<file path="config.mk">
export PLATFORM = sky130hd
export DESIGN_NAME = mem_access_unit
export DESIGN_NICKNAME = d
export VERILOG_FILES = /design/src/rtl/mem_access_unit.sv
export SDC_FILE = /design/constraint.sdc
export NUM_CORES = 1
export LEC_CHECK = 0
export BUFFER_PORTS_ARGS = -buffer_cell sky130_fd_sc_hd__clkbuf_2
export CORE_AREA = 2 2 151 153
export CTS_BUF_LIST = sky130_fd_sc_hd__clkbuf_4 sky130_fd_sc_hd__clkbuf_8 sky130_fd_sc_hd__clkbuf_16
export CTS_CLUSTER_DIAMETER = 50
export CTS_CLUSTER_SIZE = 30
export DETAILED_ROUTE_END_ITERATION = 7
export DIE_AREA = 0 0 153 155
export GPL_TIMING_DRIVEN = 0
export PLACE_DENSITY_LB_ADDON = 0.08
export SYNTH_ARGS = -nofsm -noshare
export SYNTH_HDL_FRONTEND = slang
export SYNTH_SLANG_ARGS = --single-unit
</file>
<file path="constraint.sdc">
create_clock -name mem_clk -period 2.4 [get_ports mem_clk]
set_clock_uncertainty 0.1 [all_clocks]
set_input_delay 0.72 -clock mem_clk [delete_from_list [all_inputs] [get_ports mem_clk]]
set_output_delay 0.72 -clock mem_clk [all_outputs]
set_load 0.1 [all_outputs]
</file>
<file path="src/rtl/mem_access_unit.sv">
// Single-outstanding load/store unit sequencing IDLE->ISSUE->WAIT->RESP toward a 64-bit data memory.
// Build option: define MEM_ACCESS_ALIGN_CHECK_EN to fault byte addresses that are not 8-byte aligned.
`ifndef REGDATASIZE
`define REGDATASIZE 64
`endif

module mem_access_unit_checker (
  input logic clk,
  input logic rst_n,
  input logic rd_en,
  input logic wr_en,
  input logic req_ready,
  input logic resp_valid
);
  assert property (@(posedge clk) disable iff (!rst_n) !(rd_en && wr_en));
  assert property (@(posedge clk) disable iff (!rst_n) req_ready |-> !(rd_en || wr_en || resp_valid));
  assert property (@(posedge clk) disable iff (!rst_n) (rd_en || wr_en) |=> !(rd_en || wr_en));
endmodule

module mem_access_unit #(
  parameter int MEM_WORDS = 1024
) (
  input  logic                      mem_clk,
  input  logic                      reset_n,
  input  logic                      req_valid,
  output logic                      req_ready,
  input  logic                      req_write,
  input  logic [`REGDATASIZE-1:0]   req_addr,
  input  logic [`REGDATASIZE-1:0]   req_wdata,
  output logic                      resp_valid,
  input  logic                      resp_ready,
  output logic [`REGDATASIZE-1:0]   resp_rdata,
  output logic                      resp_fault,
  output logic                      mem_read_enable,
  output logic                      mem_write_enable,
  output logic [`REGDATASIZE-1:0]   mem_addr,
  output logic [`REGDATASIZE-1:0]   mem_write_data,
  input  logic [`REGDATASIZE-1:0]   mem_read_data
);
  localparam int DW = `REGDATASIZE;
  localparam logic [DW-1:0] ADDR_LIMIT = DW'(MEM_WORDS * 32'd8);

  typedef enum logic [1:0] {
    IDLE  = 2'd0,
    ISSUE = 2'd1,
    WAIT  = 2'd2,
    RESP  = 2'd3
  } state_t;

  state_t          state_r;
  logic            write_r;
  logic            req_ready_r;
  logic            resp_valid_r;
  logic            resp_fault_r;
  logic [DW-1:0]   resp_rdata_r;
  logic            mem_read_enable_r;
  logic            mem_write_enable_r;
  logic [DW-1:0]   mem_addr_r;
  logic [DW-1:0]   mem_write_data_r;

  function automatic logic addr_fault(input logic [DW-1:0] addr);
    logic fault;
    fault = (addr >= ADDR_LIMIT);
`ifdef MEM_ACCESS_ALIGN_CHECK_EN
    fault = fault | (addr[2:0] != 3'b000);
`endif
    return fault;
  endfunction

  // Access sequencer: every output is a register updated here.
  always_ff @(posedge mem_clk or negedge reset_n) begin
    if (!reset_n) begin
      state_r            <= IDLE;
      write_r            <= 1'b0;
      req_ready_r        <= 1'b1;
      resp_valid_r       <= 1'b0;
      resp_fault_r       <= 1'b0;
      resp_rdata_r       <= {DW{1'b0}};
      mem_read_enable_r  <= 1'b0;
      mem_write_enable_r <= 1'b0;
      mem_addr_r         <= {DW{1'b0}};
      mem_write_data_r   <= {DW{1'b0}};
    end else begin
      case (state_r)
        IDLE: begin
          if (req_valid) begin
            req_ready_r <= 1'b0;
            write_r     <= req_write;
            if (addr_fault(req_addr)) begin
              // Rejected accesses skip the memory entirely and respond next cycle.
              state_r      <= RESP;
              resp_valid_r <= 1'b1;
              resp_fault_r <= 1'b1;
              resp_rdata_r <= {DW{1'b0}};
            end else begin
              state_r            <= ISSUE;
              mem_addr_r         <= req_addr;
              mem_write_data_r   <= req_wdata;
              mem_read_enable_r  <= ~req_write;
              mem_write_enable_r <= req_write;
            end
          end else begin
            req_ready_r <= 1'b1;
          end
        end
        ISSUE: begin
          mem_read_enable_r  <= 1'b0;
          mem_write_enable_r <= 1'b0;
          if (write_r) begin
            state_r      <= RESP;
            resp_valid_r <= 1'b1;
            resp_fault_r <= 1'b0;
            resp_rdata_r <= {DW{1'b0}};
          end else begin
            state_r <= WAIT;
          end
        end
        WAIT: begin
          state_r      <= RESP;
          resp_valid_r <= 1'b1;
          resp_fault_r <= 1'b0;
          resp_rdata_r <= mem_read_data;
        end
        RESP: begin
          if (resp_ready) begin
            state_r      <= IDLE;
            resp_valid_r <= 1'b0;
            resp_fault_r <= 1'b0;
            req_ready_r  <= 1'b1;
          end else begin
            state_r <= RESP;
          end
        end
        default: begin
          state_r            <= IDLE;
          req_ready_r        <= 1'b1;
          resp_valid_r       <= 1'b0;
          resp_fault_r       <= 1'b0;
          mem_read_enable_r  <= 1'b0;
          mem_write_enable_r <= 1'b0;
        end
      endcase
    end
  end

  assign req_ready        = req_ready_r;
  assign resp_valid       = resp_valid_r;
  assign resp_fault       = resp_fault_r;
  assign resp_rdata       = resp_rdata_r;
  assign mem_read_enable  = mem_read_enable_r;
  assign mem_write_enable = mem_write_enable_r;
  assign mem_addr         = mem_addr_r;
  assign mem_write_data   = mem_write_data_r;

  mem_access_unit_checker u_checker (
    .clk        (mem_clk),
    .rst_n      (reset_n),
    .rd_en      (mem_read_enable_r),
    .wr_en      (mem_write_enable_r),
    .req_ready  (req_ready_r),
    .resp_valid (resp_valid_r)
  );
endmodule

</file>
==> out/metrics.yaml, run 1 <==
outcome:
  violations: "negative setup slack"
  status: "finished, violations left"
synthesis:
  ys_ff_latch: 200
  syn_area_per_cell_um2: 12.69
  seq_area_frac_synth_pct: 63.22
  netlist_area_um2: 7919
  ys_warn_count: 0
  ys_types: 27
  synthesis.nets: 825
  syn_inst: 624
pwr:
  power.leakage_nw: 6.650
  total_power_mw: 12.58
  p_per_area_nw_per_um2: 994.0
  peakVddDrop_mv: 1.053
critical_path:
  timing.rr.start: "state_r[0]"
  max_stage_delay_ns: 0.55
  reg2reg_depth: 10
  worstSetupEndpointType: "register"
  r2r-end: "mem_addr[9]"
  crit_path_max_fanout: 5
  cp_slowest_cell: "or4_4"
  crit_top_cell: "buf_8"
  critPathKind: "in -> reg"
  rrSetupSlack_ns: -0.05
  worstPathCellList: "clkbuf_2, nor4_4, nand4_1, or4_4, buf_8, buf_8, buf_16, buf_6, mux2_2"
  required_ns: 2.63
  cp.arrival_ns: 2.71
  crit_path_start_kind: "input port"
die:
  die_area_um2: 23720
  die_y_um: 155
  row_count: 55
  die_w_um: 153
  start_util_pct: 35.63
  ios: 394
  core_area_um2: 22230
layout:
  mostFrequentLayoutCells: "402 x clkbuf_2, 199 x dfrtp_1, 69 x nand2_1"
  layout-drive-gt1-share_pct: 63.14
  final_common_cell: "clkbuf_2"
  layout-area-overhead-vs-synth_pct: 59.85
  final_nets: 1276
  finalNonFillerCells: 1375
cts:
  path_clk_slew_ns: 0.08
  htreeDepth: 4
  clkSinkCount: 200
  worstSkewPairLatency_ns: 0.43
  cts_tree: "built"
  clockBufferDepth: 2
  cts_buffers: 17
  cts_root_buf: "clkbuf_16"
grt:
  grt_max_degree: 105
  first_global_vias: 6629
  track_usage_pct: 21.63
  gr-total-overflow: 0
  grt_first_pass_wirelength_um: 39540
  antenna_found_initial: 7
sta:
  final_hold_viol_count: 0
  relSlewSlack_pct: 60.78
  setup_slack_ns: -0.08100
  max_freq_ghz: 0.4031
  period_share_pct: 103.4
  tns_ns: -4.043
  rsz0062_at_grt: "true"
  min_period_ns: 2.481
  worstMarginPinSlew_ns: 0.5909
  setup_viol: 99
  slew_violations: 0
detailed_routing:
  routed_wl_um: 26270
  final_antenna_net_count: 0
  routedWlPerCell_um: 19.11
  dr_total_vias: 6663
  drt_first_iter_violations: 302
  avgViaCountPerCell: 4.846
  drc: 0
  drt-pass1-iter-count: 5
placed_design:
  port_buffers: 393
  dp.final_hpwl_um: 18770
  post-place-ws_ns: -1.265
  dp.cells: 1304
  finalWeightedCongestion: 0.7680
job:
  drv_cap: 0
min_path:
  worstHoldStart: "mem_addr[41]"
  hold_end: "mem_addr[41]"
  hold-path-cell-count: 1
  hold_path.class: "reg -> reg"
[cell families after synthesis]
kind of cell / after synthesis / synth area share [%]
adder cells (fa/ha/maj): 4 / 0.6320
buffers and inverters: 55 / 3.176
flip-flops: 200 / 63.22
AND/OR/NAND/NOR: 144 / 9.385
AO/OA/AOI/OAI: 142 / 11.17
multiplexers: 79 / 12.42
[layer usage]
metal  global-route usage, %  share of wire (%)  vias to the layer above  wire, um
met4                   5.423                1.5                       10       401
met1                   26.74                 40                     3253     10400
li1                        -                  -                     3114         -
met5                       0               0.24                        -        63
met2                   36.71                 51                      248     13390
met3                   7.270                7.7                       38      2023
[how the worst max path moves through the flow]
stage            startpoint           endpoint  slack (ns)
6_report       req_addr[48]        mem_addr[9]       -0.08
5_1_grt          state_r[1]     resp_rdata[50]       -0.21
4_1_cts          state_r[1]        mem_addr[9]       -0.29
3_5_place_dp   req_addr[48]     resp_rdata[44]       -1.26
3_3_place_gp        reset_n  mem_write_data[4]       -3.63
2_1_floorplan  req_addr[25]        mem_addr[0]       -0.11
[cell usage after synthesis (all sizes together)]
cell       n  area share [%]
dfstp      1            0.33
buf       14             1.2
clkbuf    37             1.8
nand2     69             3.3
or4        1           0.095
dfrtp    199              63
nor2b      2            0.16
nor3b      1           0.095
o21ai     71             4.5
and2      51             4.0
a21oi      2            0.13
inv        4            0.19
nand4      2            0.16
nand3      2            0.13
o211ai     2            0.19
o31ai     66             6.3
nor4b      1            0.19
ha         4            0.63
nand2b     1           0.079
mux2      79              12
nor4      14             1.2
a2111oi    1            0.11
[per-stage QoR]
stage / hold WS, ns / instance area, um^2 / utilization, %
floorplan: 0.3244 / 8029 / -
global placement: 0.3697 / 10350 / 46.57
detailed placement: 0.3699 / 10420 / 46.86
CTS: 0.3745 / 12120 / 54.53
global route: 0.3823 / 12650 / 56.93
finish: 0.3847 / 12660 / 56.95
[critical path, delay by kind of cell]
family	cells	cell delay, ns
and+or+nand+nor	3	1.11
buffers and inverters	5	0.62
muxes	1	0.25
[cell type report]
class	count	area (um^2)
fill	1931	9569
sequential	200	5006
multi-input combinational	369	3407
timing repair buffer	435	2710
buffer	48	571.8
clock buffer	18	439.2
tap	285	356.6
clock inverter	14	147.6
inverter	4	15.01
antenna	2	5.005
[power by group]
| group | switching [mW] | internal, mW | total, mW |
|---|---|---|---|
| sequential | 0.203 | 3.71 | 3.91 |
| combinational | 4.40 | 1.36 | 5.77 |
| clock | 1.48 | 1.42 | 2.91 |
| total | 6.09 | 6.49 | 12.6 |
[sequential cells by signal, indices dropped and copies added (netlist names), 2 cells and up]
name / count
resp_rdata: 64
mem_addr: 64
state_r: 2
mem_write_data: 64
[repair_timing]
item                                    CTS  global route
endpoints found under the setup margin  197           197
hold buffers                              1             0
buffers inserted                         56             3
hold endpoints to repair                  1             0
cloned                                   16             4
resized for setup                       192           126
pin swaps                                45            34
Power figures use the tool's default switching activity.
==> run 2: changes to the inputs <==
--- a/config.mk
+++ b/config.mk
@@ -6,12 +6,11 @@
 export NUM_CORES = 1
 export LEC_CHECK = 0
 export BUFFER_PORTS_ARGS = -buffer_cell sky130_fd_sc_hd__clkbuf_2
-export CORE_AREA = 2 2 151 153
+export CORE_UTILIZATION = 30
 export CTS_BUF_LIST = sky130_fd_sc_hd__clkbuf_4 sky130_fd_sc_hd__clkbuf_8 sky130_fd_sc_hd__clkbuf_16
 export CTS_CLUSTER_DIAMETER = 50
 export CTS_CLUSTER_SIZE = 30
 export DETAILED_ROUTE_END_ITERATION = 7
-export DIE_AREA = 0 0 153 155
 export GPL_TIMING_DRIVEN = 0
 export PLACE_DENSITY_LB_ADDON = 0.08
 export SYNTH_ARGS = -nofsm -noshare
==> run 2 against run 1 <==
The run still ends with negative setup slack left; sequential share of layout area grew 3.3 points; critical path depth unchanged; flip-flop and latch count stayed put; first-iteration DRC count decreased by 6.6%; die area increased by 14%; sequential power is 1% lower; global-route usage down 3.3 points; worst setup slack improved by 0.033 ns; total power shrank 8.7%.
==> out/metrics.yaml, run 2 (synthesis results as in run 1) <==
outcome:
  status: "finished, violations left"  # unchanged
  violations: "negative setup slack"  # unchanged
layout:
  n_fill_cell: 2494  # was 1,931
  antenna_cells: 0  # was 2
  final_common_cell: "clkbuf_2"  # unchanged
  layout-area-overhead-vs-synth_pct: 47.59  # was 59.85%
  final_nets: 1261  # was 1,276
  mostFrequentLayoutCells: "410 x clkbuf_2, 199 x dfrtp_1, 69 x nand2_1"  # was 402 x clkbuf_2, 199 x dfrtp_1, 69 x nand2_1
  multi_input_area_um2: 2893  # was 3407 um^2
  layout-drive-gt1-share_pct: 58.43  # was 63.14%
  area.sequential_um2: 5006  # unchanged
  finalNonFillerCells: 1408  # was 1,375
die:
  die_y_um: 164.5  # was 155 um
  die_w_um: 164.5  # was 153 um
  die_area_um2: 27050  # was 23,720 um^2
  start_util_pct: 30.47  # was 35.63%
  ios: 394  # unchanged
  core_area_um2: 25980  # was 22,230 um^2
  row_count: 59  # was 55
sta:
  setup_slack_ns: -0.04840  # was -0.08100 ns
  max_freq_ghz: 0.4084  # was 0.4031 GHz
  min_period_ns: 2.448  # was 2.481 ns
  period_share_pct: 102.0  # was 103.4%
  worstMarginPinSlew_ns: 0.5999  # was 0.5909 ns
  final_hold_viol_count: 0  # unchanged
  rsz0062_at_grt: "true"  # unchanged
  relSlewSlack_pct: 60.18  # was 60.78%
  slew_violations: 0  # unchanged
  setup_viol: 31  # was 99
cts:
  clkSinkCount: 200  # unchanged
  cts_buffers: 17  # unchanged
  htreeDepth: 4  # unchanged
  path_clk_slew_ns: 0.08  # about the same
  clockBufferDepth: 2  # unchanged
  cts_root_buf: "clkbuf_16"  # unchanged
  worstSkewPairLatency_ns: 0.43  # about the same
  cts_tree: "built"  # unchanged
pwr:
  total_power_mw: 11.49  # was 12.58 mW
  power.leakage_nw: 6.374  # was 6.650 nW
  peakVddDrop_mv: 0.6269  # was 1.053 mV
  p_per_area_nw_per_um2: 983.1  # was 994.0 nW/um^2
critical_path:
  cp.arrival_ns: 2.66  # was 2.71 ns
  worstSetupEndpointType: "register"  # unchanged
  required_ns: 2.62  # was 2.63 ns
  crit_path_start_kind: "register"  # was input port
  critPathKind: "reg -> reg"  # was in -> reg
  crit_path_max_fanout: 7  # was 5
grt:
  grt_first_pass_wirelength_um: 37530  # was 39,540 um
  antenna_found_initial: 2  # was 7
  track_usage_pct: 18.33  # was 21.63%
  grt_max_degree: 96  # was 105
  gr-total-overflow: 0  # unchanged
  first_global_vias: 6486  # was 6,629
placed_design:
  dp.final_hpwl_um: 18360  # was 18,770 um
  finalWeightedCongestion: 0.7350  # was 0.7680
  port_buffers: 393  # unchanged
  dp.cells: 1354  # was 1,304
detailed_routing:
  final_antenna_net_count: 0  # unchanged
  drt_first_iter_violations: 282  # was 302
  routed_wl_um: 24930  # was 26,270 um
  drt-pass1-iter-count: 4  # was 5
  routedWlPerCell_um: 17.71  # was 19.11 um
  dr_total_vias: 6405  # was 6,663
  drc: 0  # unchanged
  avgViaCountPerCell: 4.549  # was 4.846
job:
  drv_cap: 0  # unchanged
min_path:
  hold_path.class: "reg -> reg"  # unchanged
[run 2: cell types whose count changed in the layout (fill, tap and decap cells not counted), sizes merged]
cell / delta
buf: -13
clkbuf: -3
clkinvlp: +2
diode: -2
inv: -1
[run 2: stage by stage]
| step | instance area (um^2) | setup WS [ns] | hold slack [ns] | setup TNS, ns | util, % |
|---|---|---|---|---|---|
| final | 11690 | -0.04840 | 0.3858 | -0.6740 | 44.98 |
| after global routing | 11690 | -0.1553 | 0.3833 | -9.535 | 44.98 |
| after CTS | 11650 | -0.1655 | 0.3769 | -13.95 | 44.85 |
| after detailed placement | 10480 | -1.192 | 0.3705 | -137.93 | 40.33 |
| after global placement | 10420 | -3.754 | 0.3684 | -881.54 | 40.08 |
| after floorplan | 8029 | -0.1122 | 0.3244 | -3.369 | - |
[run 2: power breakdown]
part	internal (mW)	switching, mW
Clock	1.41	1.49
Sequential	3.71	0.160
Combinational	0.993	3.73
[run 2: layer usage]
metal	GRT usage, %	up-vias	wire (um)
met5	0	-	31
met4	4.837	4	241
met3	5.977	19	2229
met2	29.46	251	11920
met1	23.65	3066	10510
li1	-	3065	-
[run 2: final cells by class]
cell class / instances / share of cell area [%]
Tap cell: 335 / 3.586
Sequential cell: 200 / 42.83
Clock buffer: 17 / 3.640
Inverter: 4 / 0.1285
Multi-Input combinational cell: 369 / 24.75
Buffer: 49 / 3.629
Timing Repair Buffer: 419 / 19.93
Clock inverter: 15 / 1.499
[run 2: worst paths after layout]
check,from,end,slack (ns),cells after the start
min,mem_addr[23],mem_addr[23],0.39,1
min in group asynchronous,reset_n,mem_addr[0],0.57,2
max reg2reg,state_r[0],mem_write_data[58],-0.05,9
max,state_r[0],mem_write_data[58],-0.05,9
max in group asynchronous,reset_n,resp_rdata[11],0.47,4
min reg2reg,mem_addr[23],mem_addr[23],0.39,1
[run 2: what timing repair did]
action,4_1_cts,5_1_grt
gates cloned,7,2
setup endpoints to repair,197,197
hold buffers,1,0
gates resized for setup,108,36
pin swaps,43,0
buffers inserted,14,1
hold endpoints to repair,12,0
[run 2: worst max-delay path, stage by stage (launching register included)]
cell and delay (ns):
dfrtp_1 0.40, inv_2 0.09, ha_4 0.14, nor4b_4 0.17, nand4_1 0.14, buf_6 0.15, or4_4 0.50, buf_12 0.19
clkbuf_16 0.16, mux2_4 0.29
